[src/rtl/cnt_pkg.sv]
// Shared types and constants for the mode_counter family of counters.
package cnt_pkg;

    typedef enum logic {
        CNT_DOWN = 1'b0,
        CNT_UP   = 1'b1
    } cnt_dir_e;

    typedef enum logic {
        CNT_WRAP = 1'b0,
        CNT_SAT  = 1'b1
    } cnt_mode_e;

    localparam int CNT_MIN_WIDTH = 2;

endpackage

[src/rtl/cnt_prescaler.sv]
// Divide-by-PRESCALE enable prescaler: tick is high on the en cycle that
// completes a PRESCALE-long group of enabled cycles.
module cnt_prescaler
    import cnt_pkg::*;
#(
    parameter int PRESCALE = 4
) (
    input  logic clk,
    input  logic rst,
    input  logic en,
    input  logic clr,
    output logic tick
);

    localparam int PW = (PRESCALE > 1) ? $clog2(PRESCALE) : 1;
    localparam logic [PW-1:0] TERM = PW'(PRESCALE - 1);

    logic [PW-1:0] cnt_r;
    logic [PW-1:0] cnt_nxt_s;
    logic          at_term_s;

    assign at_term_s = (cnt_r == TERM);
    assign tick      = en & at_term_s;

    // Next prescaler phase: clear wins, otherwise advance on en and fold at the terminal phase
    always_comb begin
        cnt_nxt_s = cnt_r;
        if (clr) begin
            cnt_nxt_s = {PW{1'b0}};
        end else if (en && at_term_s) begin
            cnt_nxt_s = {PW{1'b0}};
        end else if (en) begin
            cnt_nxt_s = cnt_r + PW'(1);
        end else begin
            cnt_nxt_s = cnt_r;
        end
    end

    // Prescaler phase register
    always_ff @(posedge clk or posedge rst) begin
        if (rst) begin
            cnt_r <= {PW{1'b0}};
        end else begin
            cnt_r <= cnt_nxt_s;
        end
    end

endmodule

[src/rtl/mode_counter.sv]
// Parametrised up/down counter with programmable terminal value, wrap/saturate
// mode, sync clear/load and event flags. Optional prescaler: CNT_PRESCALER_EN.
module mode_counter
    import cnt_pkg::*;
#(
    parameter int WIDTH    = 8,
    parameter int PRESCALE = 4
) (
    input  logic             clk,
    input  logic             rst,
    input  logic             en,
    input  logic             clr,
    input  logic             load,
    input  logic [WIDTH-1:0] load_val,
    input  logic             up,
    input  logic             sat_mode,
    input  logic [WIDTH-1:0] max_val,
    output logic [WIDTH-1:0] out,
    output logic             at_max,
    output logic             at_zero,
    output logic             wrap,
    output logic             sat
);

    logic [WIDTH-1:0] out_r;
    logic             wrap_r;
    logic             sat_r;
    logic [WIDTH-1:0] out_nxt_s;
    logic             wrap_nxt_s;
    logic             sat_nxt_s;
    logic             cstep_s;
    cnt_dir_e         dir_s;
    cnt_mode_e        mode_s;

`ifdef CNT_PRESCALER_EN
    cnt_prescaler #(
        .PRESCALE (PRESCALE)
    ) u_prescaler (
        .clk  (clk),
        .rst  (rst),
        .en   (en),
        .clr  (clr | load),
        .tick (cstep_s)
    );
`else
    logic unused_prescale_s;
    assign unused_prescale_s = PRESCALE[0];
    assign cstep_s           = en;
`endif

    assign dir_s  = cnt_dir_e'(up);
    assign mode_s = cnt_mode_e'(sat_mode);

    // Next count and event flags; sat stays sticky unless clr or load clears it
    always_comb begin
        out_nxt_s  = out_r;
        wrap_nxt_s = 1'b0;
        sat_nxt_s  = sat_r;
        if (clr) begin
            out_nxt_s = {WIDTH{1'b0}};
            sat_nxt_s = 1'b0;
        end else if (load) begin
            if (load_val > max_val) begin
                out_nxt_s = max_val;
            end else begin
                out_nxt_s = load_val;
            end
            sat_nxt_s = 1'b0;
        end else if (cstep_s) begin
            case (dir_s)
                CNT_UP: begin
                    if (out_r < max_val) begin
                        out_nxt_s = out_r + WIDTH'(1);
                    end else if (mode_s == CNT_SAT) begin
                        out_nxt_s = max_val;
                        sat_nxt_s = 1'b1;
                    end else begin
                        out_nxt_s  = {WIDTH{1'b0}};
                        wrap_nxt_s = 1'b1;
                    end
                end
                CNT_DOWN: begin
                    // A count left above a lowered max_val snaps back into range
                    if (out_r > max_val) begin
                        out_nxt_s = max_val;
                    end else if (out_r != {WIDTH{1'b0}}) begin
                        out_nxt_s = out_r - WIDTH'(1);
                    end else if (mode_s == CNT_SAT) begin
                        out_nxt_s = {WIDTH{1'b0}};
                        sat_nxt_s = 1'b1;
                    end else begin
                        out_nxt_s  = max_val;
                        wrap_nxt_s = 1'b1;
                    end
                end
                default: begin
                    out_nxt_s = out_r;
                end
            endcase
        end else begin
            out_nxt_s = out_r;
        end
    end

    // Count and event flag registers
    always_ff @(posedge clk or posedge rst) begin
        if (rst) begin
            out_r  <= {WIDTH{1'b0}};
            wrap_r <= 1'b0;
            sat_r  <= 1'b0;
        end else begin
            out_r  <= out_nxt_s;
            wrap_r <= wrap_nxt_s;
            sat_r  <= sat_nxt_s;
        end
    end

    assign out     = out_r;
    assign wrap    = wrap_r;
    assign sat     = sat_r;
    assign at_max  = (out_r >= max_val);
    assign at_zero = (out_r == {WIDTH{1'b0}});

endmodule
[config.mk]
export PLATFORM = sky130hd
export DESIGN_NAME = mode_counter
export DESIGN_NICKNAME = d
export VERILOG_FILES = /design/src/rtl/cnt_pkg.sv /design/src/rtl/cnt_prescaler.sv /design/src/rtl/mode_counter.sv
export SDC_FILE = /design/constraint.sdc
export NUM_CORES = 1
export LEC_CHECK = 0
export CORE_MARGIN = 5
export CORE_UTILIZATION = 43
export CTS_BUF_LIST = sky130_fd_sc_hd__clkbuf_8
export DETAILED_ROUTE_END_ITERATION = 12
export GPL_ROUTABILITY_DRIVEN = 1
export HOLD_SLACK_MARGIN = 0.15
export PLACE_DENSITY = 0.7
export SETUP_SLACK_MARGIN = 0.02
export SLEW_MARGIN = 20
export SYNTH_ARGS = -nofsm -noshare
export SYNTH_HDL_FRONTEND = slang
export SYNTH_SLANG_ARGS = --single-unit
[constraint.sdc]
create_clock -name clk -period 4 [get_ports clk]
set_clock_uncertainty 0.1 [all_clocks]
set_input_delay 1 -clock clk [delete_from_list [all_inputs] [get_ports clk]]
set_output_delay 1 -clock clk [all_outputs]
set_load 0.02 [all_outputs]
---- After elaboration in Yosys (flattened, before gate mapping) ----
Index checks and enable logic that the tools add are counted.
cells by class
  $add $sub $neg .......................... 2
  equal/unequal tests ..................... 3
  reduce and logical (&&, ||, !) cells .... 4
  muxes and demuxes ....................... 26
  bitwise gates (word level) .............. 1
  $lt $le $gt $ge ......................... 4
operator list
  cell                                                                number
  8-bit 2-to-1 mux                                                    9
  8-bit > comparator                                                  2
  8-bit one-hot mux with 2 select lines                               1
  1-bit 2-to-1 mux                                                    14
  4-bit inequality test, second input constant                        3
  8-bit by 1-bit adder with 8-bit output, second input constant       1
  8-bit >= comparator                                                 1
  8-bit zero test                                                     1
  8-bit less-than comparator                                          1
  8-bit nonzero test                                                  1
  8-bit by 1-bit subtractor with 8-bit output, second input constant  1
  1-bit one-hot mux with 2 select lines                               2
  4-bit AND reduction                                                 1
  3-bit nonzero test                                                  1
  1-bit NOT                                                           1
word-level totals
  register bits after elaboration ......... 10
  word-level logic and storage cells ...... 43
  bits of input ports ..................... 23

---- Longest topological paths before layout ----
  depth in word-level cells ............... 7
  mapped depth ............................ 11
  depth with buffers taken out ............ 9

---- Least setup slack after synthesis ----
Ideal clock, no wire load.
  path kind ............................... input port to output port
  from .................................... input port max_val[5]
  to ...................................... output port at_max
  setup slack ............................. 0.452 ns
  arrival ................................. 2.448 ns
  data required time ...................... 2.900 ns
  path buffers ............................ 1
  cell stages on the path ................. 8
  path through ............................ inv_1 > ha_1 > a21oi_1 > nor2_1 > a211oi_1 > and2_1 > clkbuf_1 > o21ai_0
between the ends
  cells in the longest elaborated chain, start to end .. 1
ends and longest elaborated chain
  item                 line                 text
  start: declaration   mode_counter.sv:17   input logic [WIDTH-1:0] max_val,
  8-bit >= comparator  mode_counter.sv:121  assign at_max = (out_r >= max_val);
  end: declaration     mode_counter.sv:19   output logic at_max,
Every way passes these cells.

---- Worst setup path in the final report ----
Same ends and word-level chain as after synthesis.

==> impl_results.md <==
- Hold slack: 0.398 ns
- Startpoint types: input pin
- First-pass GRT wire length: 7.69 mm
- Register area share after synthesis: 0.162
- Row cnt: 21
- Status: complete, no violations
- Routed len/inst: 15.7 um
- RePlAce Congestion: 0.857
- VDD IR max: 0.216 mV
- Syn Nets: 241
- Largest net degree at the start of global routing: 16
- Die Footprint: 4880 sq um
- Setup ws final: 0.223 ns
- Starting Density: 0.451
- Crit path max-delay cell type: clkdlybuf4s50_1
- Hold Path Class: flip-flop to flip-flop
- Final hold viol count: 0
- CP bufs+invs: 3
- Antenna viol nets, final: 0
- DP Worst Slack: -0.243 ns
- Total grt overflow: 0
- Initial antenna violation count: 0
- Post-route design area: 2120 sq um
- Reg2Reg Depth: 8
- Crit-path leading delay family: buffers and inverters
- Setup CP Type: input pin to primary output
- Top cell type's share of synthesized area: 0.162
- Via/cell ratio: 5.62
- RSZ-0062 raised after global routing: false
- Met1 usage: 0.252
- Fillcell total: 321
- Req. time, crit path: 2.90 ns
- TritonCTS clock tree: done
- Largest cells by area after synthesis: dfrtp_1 16%, ha_1 15%, mux2i_1 5.2%
- Leak Pwr: 0.975 nW
- First DRT Iteration DRCs: 113
- Area Overhead vs Synth: 37.5%
- Synth cell count leaders: 19 x ha_1, 17 x nand2_1, 17 x nor2_1
- Gr busiest metal: met2
- HP Start: sat
- Post-DP HPWL: 3.49 mm
- Clock sink count: 10
- Yosys warning total: 0
- All-Layer GR Usage: 0.192
- Grt met2 use: 0.314
- Syn_area_per_cell: 7.75 sq um
- Vias: 1651
- Fin nets: 291
- Final setup viols: 0
- Tcrit/Tclk final: 0.944
- Number of synthesized flops with an enable pin: 0
- Max-slew headroom: 0.513
- Cell with the most instances after synthesis: ha_1
- Placed cell area: 2060 sq um
- Mapped cell area: 1540 sq um
- Element type at the critical path end: primary output
- Main synth FF type: dfrtp_1
- Clk slew on worst S/H paths: 0.05 ns
- CTS Root Cell: clkbuf_8
- Total CTS buffers: 3
- Post-CTS setup buffers: 0
- Routed WL: 4.62 mm
- Top Ports: 35
- # Max-Cap Violations: 0
- Asr flop ratio synth: 1.00
- Worst-Skew Late Latency: 0.24 ns
- Slew Limit Fails: 0
- Power Dens Cells: 280 nW/um^2
- Critical R2R Launch: out[7]
- Core ar.: 3420 sq um
- Layout cell share with drive strength beyond 1: 0.157
- Post-Syn Instances: 199
- Cell count along the critical path: 9
- Die Y: 69.9 um
- DR DRC count: 0
- Post-synth cell types: 50
- Met3 usage: 0.0473
- CP Data Arrival Time: 2.68 ns
- Crit path largest cell delay: 0.47 ns
- Number of global-route vias before repair: 1632
- Die Width: 69.9 um
- Crit path max fanout: 2
- IO buf count: 34
- Final min period: 3.78 ns
- Worst path cell trace: clkdlybuf4s50_1, inv_1, ha_1, a21oi_1, nor2_1, a211oi_2, and2_1, o21ai_0, clkbuf_2
- Slew @ Worst Pin: 0.730 ns
- Clk buf depth: 2
- Yosys top cell by area: dfrtp_1
- Yosys reg bits: 10
- Crit path from: max_val[5]
- # diodes: 0
- Max frequency: 265 MHz
- H-tree levels: 1
- Drt pass-1 iters: 4
- Hold Crit Depth: 1
- Fin util: 0.621
logic make-up after synthesis:
kind of cell / after synthesis / share of synthesized area
adders and majority gates: 19 / 0.154
and+or+nand+nor: 70 / 0.237
muxes: 8 / 0.0520
xor gates and xnor gates: 12 / 0.0682
buffers and inverters: 29 / 0.0771
AOI/OAI and AO/OA: 51 / 0.249
DFF: 10 / 0.162
stage by stage:
step,setup TNS [ns],std cells,power (mW)
3_5_place_dp,-0.243,290,0.461
5_1_grt,0,294,0.639
2_1_floorplan,0,199,0.337
4_1_cts,0,294,0.598
6_report,0,294,0.594
3_3_place_gp,-0.179,290,0.460
area by class of cell:
cell class	instances	area, sq um	area share
Multi-Input combinational cell	160	1180	0.555
Clock buffer	4	55.1	0.0260
Inverter	15	56.3	0.0266
Sequential cell	10	250	0.118
Tap cell	46	57.6	0.0272
Timing Repair Buffer	59	523	0.247
per-layer routing:
layer / up-vias / part of all wire
met5: - / 0
met4: 0 / 0.014
met3: 6 / 0.081
met2: 72 / 0.46
met1: 741 / 0.44
li1: 832 / -
worst paths after layout:
| check | end | slack [ns] |
|---|---|---|
| worst max-delay path | at_max | 0.22 |
| worst min-delay path | sat | 0.40 |
| worst max register to register | out[5] | 1.11 |
| worst min register to register | sat | 0.40 |
| max in group asynchronous | sat | 2.58 |
| min in group asynchronous | out[5] | 0.94 |
sequential cells by signal, summed over array words and instances (netlist names):
register  cells
out           8
sat           1
wrap          1
placed cells by master, fill, tap and decap left out, drive strengths merged, types with 10 or more instances in the layout:
cell type      instances
clkdlybuf4s50         33
buf                   25
ha                    19
nor2                  18
nand2                 17
inv                   15
a21oi                 11
nand3                 10
dfrtp                 10
power by group:
part	internal (mW)	switching [mW]
combinational	0.161	0.170
clock	0.0868	0.0433
sequential	0.111	0.0215
repair_timing:
item                                    in CTS  in global routing
resized for setup                            2                  3
hold buffers                                 0                  0
endpoints found under the setup margin       1                  1
worst register-to-register path: stages (launching register included):
cell and delay [ns]:
dfrtp_1 0.48, ha_1 0.38, nand4_1 0.15, a21o_1 0.20, buf_4 0.13, a21oi_1 0.59, nor2_2 0.10, a221o_1 0.34
a221o_1 0.30
Power figures use the tool's default switching activity.
